### config.mk
export PLATFORM = sky130hd
export DESIGN_NAME = pwm_multi_flat
export DESIGN_NICKNAME = d
export VERILOG_FILES = /design/src/rtl/pwm_multi_if.sv /design/src/rtl/pwm_multi.sv /design/src/flat_wrapper.sv
export SDC_FILE = /design/constraint.sdc
export NUM_CORES = 1
export LEC_CHECK = 0
export ABC_AREA = 1
export CAP_MARGIN = 5
export CELL_PAD_IN_SITES_DETAIL_PLACEMENT = 0
export CELL_PAD_IN_SITES_GLOBAL_PLACEMENT = 1
export CORE_ASPECT_RATIO = 0.6
export CORE_MARGIN = 8
export CORE_UTILIZATION = 49
export CTS_CLUSTER_DIAMETER = 60
export DETAILED_ROUTE_END_ITERATION = 10
export DONT_BUFFER_PORTS = 1
export GPL_TIMING_DRIVEN = 0
export PLACE_DENSITY_LB_ADDON = 0.1
export SYNTH_ARGS = -nofsm -noshare
export SYNTH_HDL_FRONTEND = slang
export SYNTH_SLANG_ARGS = --single-unit
### constraint.sdc
create_clock -name clk -period 7.4 [get_ports clk]
set_clock_uncertainty 0.1 [all_clocks]
set_input_delay 1.85 -clock clk [delete_from_list [all_inputs] [get_ports clk]]
set_output_delay 1.85 -clock clk [all_outputs]
set_load 0.05 [all_outputs]
### src/rtl/pwm_multi_if.sv
// Register write bus for pwm_multi: one-cycle write strobe with channel,
// register select and data. The peripheral bus side is the master.
interface pwm_multi_if #(
    parameter int NCH = 4,
    parameter int CW  = 16
);
    localparam int CHW = (NCH > 1) ? $clog2(NCH) : 1;

    logic           wr_en;
    logic [CHW-1:0] wr_ch;
    logic [1:0]     wr_sel;
    logic [CW-1:0]  wr_data;

    modport master (output wr_en, wr_ch, wr_sel, wr_data);
    modport slave  (input  wr_en, wr_ch, wr_sel, wr_data);
endinterface

### src/rtl/pwm_multi.sv
// Multi-channel PWM generator: shared period counter, per-channel compare/mode registers.
// Define PWM_SHADOW_EN to buffer register writes in shadows that load on wrap or while stopped.
module pwm_multi #(
    parameter int NCH = 4,
    parameter int CW  = 16
) (
    input  logic           clk,
    input  logic           rst,
    input  logic           en,
    pwm_multi_if.slave     wr,
    output logic [NCH-1:0] pwm_out,
    output logic [CW-1:0]  cnt,
    output logic           period_tick
);
    localparam int CHW = (NCH > 1) ? $clog2(NCH) : 1;

    logic [CW-1:0]  cnt_reg;
    logic [CW-1:0]  period_reg;
    logic           period_tick_reg;
    logic [NCH-1:0] pwm_out_reg;
    logic [NCH-1:0] out_next;
    logic           wrap;
    logic           period_wr;

    assign wrap      = en && (cnt_reg == period_reg);
    assign period_wr = wr.wr_en && (wr.wr_sel == 2'd3);

    // A lowered period below cnt is never matched, so cnt rolls over naturally.
    always_ff @(posedge clk or posedge rst) begin
        if (rst) begin
            cnt_reg         <= '0;
            period_tick_reg <= 1'b0;
        end else begin
            period_tick_reg <= wrap;
            if (en) begin
                cnt_reg <= wrap ? '0 : cnt_reg + CW'(1);
            end
        end
    end

`ifdef PWM_SHADOW_EN
    logic          load;
    logic [CW-1:0] period_sh_reg;

    assign load = wrap || !en;

    always_ff @(posedge clk or posedge rst) begin
        if (rst) begin
            period_sh_reg <= '1;
            period_reg    <= '1;
        end else begin
            if (period_wr) begin
                period_sh_reg <= wr.wr_data;
            end
            if (load) begin
                period_reg <= period_sh_reg;
            end
        end
    end
`else
    always_ff @(posedge clk or posedge rst) begin
        if (rst) begin
            period_reg <= '1;
        end else if (period_wr) begin
            period_reg <= wr.wr_data;
        end
    end
`endif

    genvar gi;
    generate
        for (gi = 0; gi < NCH; gi++) begin : g_ch
            logic [CW-1:0] cmp1_reg;
            logic [CW-1:0] cmp2_reg;
            logic [1:0]    mode_reg;
            logic          sel_ch;
            logic          cmp1_wr;
            logic          cmp2_wr;
            logic          mode_wr;
            logic          level;

            // Out-of-range channel numbers never match any gi, so those writes drop.
            assign sel_ch  = wr.wr_en && (wr.wr_ch == CHW'(gi));
            assign cmp1_wr = sel_ch && (wr.wr_sel == 2'd0);
            assign cmp2_wr = sel_ch && (wr.wr_sel == 2'd1);
            assign mode_wr = sel_ch && (wr.wr_sel == 2'd2);

`ifdef PWM_SHADOW_EN
            logic [CW-1:0] cmp1_sh_reg;
            logic [CW-1:0] cmp2_sh_reg;
            logic [1:0]    mode_sh_reg;

            always_ff @(posedge clk or posedge rst) begin
                if (rst) begin
                    cmp1_sh_reg <= '0;
                    cmp2_sh_reg <= '0;
                    mode_sh_reg <= 2'b11;
                    cmp1_reg    <= '0;
                    cmp2_reg    <= '0;
                    mode_reg    <= 2'b11;
                end else begin
                    if (cmp1_wr) cmp1_sh_reg <= wr.wr_data;
                    if (cmp2_wr) cmp2_sh_reg <= wr.wr_data;
                    if (mode_wr) mode_sh_reg <= wr.wr_data[1:0];
                    // A write on the wrap edge lands in the shadow only; active takes the old shadow.
                    if (load) begin
                        cmp1_reg <= cmp1_sh_reg;
                        cmp2_reg <= cmp2_sh_reg;
                        mode_reg <= mode_sh_reg;
                    end
                end
            end
`else
            always_ff @(posedge clk or posedge rst) begin
                if (rst) begin
                    cmp1_reg <= '0;
                    cmp2_reg <= '0;
                    mode_reg <= 2'b11;
                end else begin
                    if (cmp1_wr) cmp1_reg <= wr.wr_data;
                    if (cmp2_wr) cmp2_reg <= wr.wr_data;
                    if (mode_wr) mode_reg <= wr.wr_data[1:0];
                end
            end
`endif

            // Window mode yields 0 by construction whenever cmp2 <= cmp1.
            always_comb begin
                level = 1'b0;
                case (mode_reg)
                    2'b00:   level = (cnt_reg < cmp1_reg);
                    2'b01:   level = (cnt_reg >= cmp1_reg);
                    2'b10:   level = (cnt_reg >= cmp1_reg) && (cnt_reg < cmp2_reg);
                    default: level = 1'b0;
                endcase
            end

            assign out_next[gi] = level;
        end
    endgenerate

    always_ff @(posedge clk or posedge rst) begin
        if (rst) begin
            pwm_out_reg <= '0;
        end else if (en) begin
            pwm_out_reg <= out_next;
        end
    end

    assign pwm_out     = pwm_out_reg;
    assign cnt         = cnt_reg;
    assign period_tick = period_tick_reg;
endmodule
### src/flat_wrapper.sv
// flat-port wrapper written by rule: the top's interface ports become plain ports
module pwm_multi_flat 
#(
    parameter int NCH = 4,
    parameter int CW  = 16
)
  (clk, rst, en, pwm_out, cnt, period_tick, wr_wr_en, wr_wr_ch, wr_wr_sel, wr_wr_data);
  pwm_multi_if #(.NCH(NCH), .CW(CW)) wr_i ();
  input  logic clk;
  input  logic rst;
  input  logic en;
  output logic [NCH-1:0] pwm_out;
  output logic [CW-1:0] cnt;
  output logic period_tick;
  input wire logic [$bits(wr_i.wr_en)-1:0] wr_wr_en;
  input wire logic [$bits(wr_i.wr_ch)-1:0] wr_wr_ch;
  input wire logic [$bits(wr_i.wr_sel)-1:0] wr_wr_sel;
  input wire logic [$bits(wr_i.wr_data)-1:0] wr_wr_data;
  assign wr_i.wr_en = wr_wr_en;
  assign wr_i.wr_ch = wr_wr_ch;
  assign wr_i.wr_sel = wr_wr_sel;
  assign wr_i.wr_data = wr_wr_data;
  pwm_multi #(.NCH(NCH), .CW(CW)) u_core (.clk(clk), .rst(rst), .en(en), .wr(wr_i), .pwm_out(pwm_out), .cnt(cnt), .period_tick(period_tick));
endmodule
==> reports/metrics.yaml <==
synth_top_area_share_pct: 36.0
cts_hold_buf: 0
clkTransAtPathRegs_ns: 0.06
die-height_um: 129
h-tree-depth: 4
grt_max_degree: 99
grt_setup_unrepaired: "no"
layout-drive-gt1-share_pct: 5.79
drt_first_pass_iters: 5
final_max_slew_viol_count: 0
ant_nets: 0
p_leak_nw: 5.97
post-route-period-util_pct: 49.6
cp_max_fo: 13
dieArea_mm2: 0.0262
holdCritStartpoint: "u_core.g_ch[1].cmp1_reg[3]$_DFFE_PP0P_"
clk_path_buf_depth: 2
ys_seq_elements: 173
yosysSeqAreaShare_pct: 42.1
io_buffer_count: 0
diodes: 0
cap_violations: 0
slew_headroom_pct: 7.25
synth_area_leaders: "dfrtp_1 36%, ha_1 15%, nand2_1 12%"
critical_path_class: "reg2out"
yosysUniqueCellTypes: 33
hpwl_um: 20800
grt.overflow.total: 0
syn_avg_cell_area_um2: 7.89
area_growth_pct: 9.67
pwr_density_cell_mw_per_mm2: 311
die_x_um: 204
hp-class: "reg2reg"
syn_inst: 1311
cts_made_buffers: 17
finalPower_mw: 3.53
rr_startpoint: "u_core.cnt[1]$_DFFE_PP0P_"
wl_per_cell_um: 19.0
crit_arrival_ns: 1.72
vias: 8546
finalHoldViolCount: 0
status: "complete, no violations"
yosys_warnings: 0
gp_congestion: 0.899
syn-num-nets: 1460
cts_tree: "done"
cts-root-buf: "clkbuf_16"
yosysTopAreaCell: "dfrtp_1"
start_kind: "register"
cp-end-kind: "output pin"
finalWirelength_um: 30800
io_pins: 45
final_nets: 1482
clk-insertion-delay-late_ns: 0.44
start_util_pct: 49.6
grt_pass1_vias: 7905
core_area_mm2: 0.0209
ir_worst_vdd_mv: 0.177
fill_cells: 2003
grt_use_total_pct: 24.2
vias_per_cell: 5.26
antenna_found_initial: 3
worst_pin_slew_ns: 1.39
setup_violations: 0
syn-cell-area_mm2: 0.0103
fin_crit_ns: 3.67
max_clock_freq_mhz: 273
cp_data_required_time_ns: 5.45
cts_resized: 0
clock_sinks: 173
finalSetupTns_ns: 0
row_count: 41
postCtsSetupRepairBufs: 0
detail_route.iter0.violations: 671
crit_start: "u_core.cnt[3]$_DFFE_PP0P_"
post-route-util_pct: 54.3
grt_pass1_wl_um: 47700
drc: 0
==> final cells by class <==
| type | instances | area (um2) | area share, % |
|---|---|---|---|
| buffer | 32 | 129 | 1.14 |
| clock buffer | 27 | 534 | 4.71 |
| clock inverter | 5 | 27.5 | 0.243 |
| inverter | 230 | 871 | 7.67 |
| multi-input combinational | 876 | 4990 | 44.0 |
| sequential | 173 | 4360 | 38.4 |
| tap | 279 | 349 | 3.08 |
| timing repair buffer | 3 | 82.6 | 0.728 |
==> cell usage after synthesis, drive strengths merged <==
| cell type | count |
|---|---|
| nand2 | 343 |
| inv | 229 |
| o21ai | 170 |
| dfrtp | 149 |
| ha | 125 |
| nor2 | 65 |
| a21oi | 59 |
| nand3 | 40 |
| clkbuf | 30 |
| dfstp | 24 |
| nand4 | 22 |
| nor3 | 21 |
| xor2 | 9 |
| or2 | 5 |
| a21o | 4 |
| xnor2 | 4 |
| nor4 | 3 |
| buf | 2 |
| nand3b | 2 |
| and2 | 1 |
| clkinv | 1 |
| nor3b | 1 |
| o2111ai | 1 |
| o41ai | 1 |
==> cells in the final DEF, fill, tap and decap left out, types with 2 or more instances in the layout <==
cell,netlist,routed
a21o_1,4,4
a21oi_1,59,59
buf_16,0,3
clkbuf_1,30,34
clkbuf_16,0,18
clkbuf_8,0,5
clkinv_2,0,3
dfrtp_1,149,149
dfstp_2,24,24
ha_1,125,125
inv_1,228,227
inv_4,0,2
nand2_1,342,342
nand3_1,36,36
nand3_2,4,4
nand4_1,19,19
nand4_2,3,3
nor2_1,64,64
nor3_1,18,18
nor3_2,3,3
nor4_1,3,3
o21ai_0,170,170
or2_2,4,4
xnor2_1,4,4
xor2_1,9,9
==> metal layers <==
metal  part of all wire (%)  wire length [um]  GRT usage (%)  up-vias
li1                       -                 -              -     4246
met1                     52             15900           36.3     4038
met2                     41             12700           35.7      234
met3                    5.9              1800           4.37       28
met4                    1.2               382           5.82        0
met5                      0                 0              0        -
==> worst paths after layout <==
check / slack (ns) / cells after the start / to
setup / recovery: 3.73 / 0 / cnt[3]
hold / removal: 0.38 / 2 / u_core.g_ch[1].cmp1_reg[3]$_DFFE_PP0P_
setup reg to reg: 4.51 / 8 / u_core.cnt[12]$_DFFE_PP0P_
hold reg to reg: 0.38 / 2 / u_core.g_ch[1].cmp1_reg[3]$_DFFE_PP0P_
max in group asynchronous: 5.02 / 2 / u_core.period_reg[2]$_DFFE_PP1P_
min in group asynchronous: 1.29 / 1 / u_core.g_ch[3].cmp1_reg[2]$_DFFE_PP0P_
==> power by group <==
part           switching [mW]  internal, mW  total [mW]
registers               0.353          1.15        1.50
clock network           0.383         0.494       0.877
logic                   0.672         0.476        1.15
==> metrics by stage <==
step | instance area, um2 | std cells | setup WS (ns) | hold WS (ns)
2_1_floorplan | 10300 | 1311 | 0.801 | 0.353
3_3_place_gp | 10700 | 1590 | -1.42 | 0.366
3_5_place_dp | 10800 | 1592 | 4.08 | 0.373
4_1_cts | 11300 | 1624 | 3.72 | 0.388
5_1_grt | 11300 | 1625 | 3.71 | 0.396
6_report | 11300 | 1625 | 3.73 | 0.383
==> kinds of logic (layout without fill, tap and decap cells) <==
| family | Yosys count | in the layout | synth area share, % |
|---|---|---|---|
| DFF | 173 | 173 | 42.1 |
| buffers and inverters | 262 | 297 | 9.59 |
| and+or+nand+nor | 503 | 503 | 20.5 |
| xor gates and xnor gates | 13 | 13 | 1.10 |
| adders and majority gates | 125 | 125 | 15.1 |
| AOI/OAI and AO/OA | 235 | 235 | 11.5 |
No activity file was read; power rests on OpenSTA's default activity.
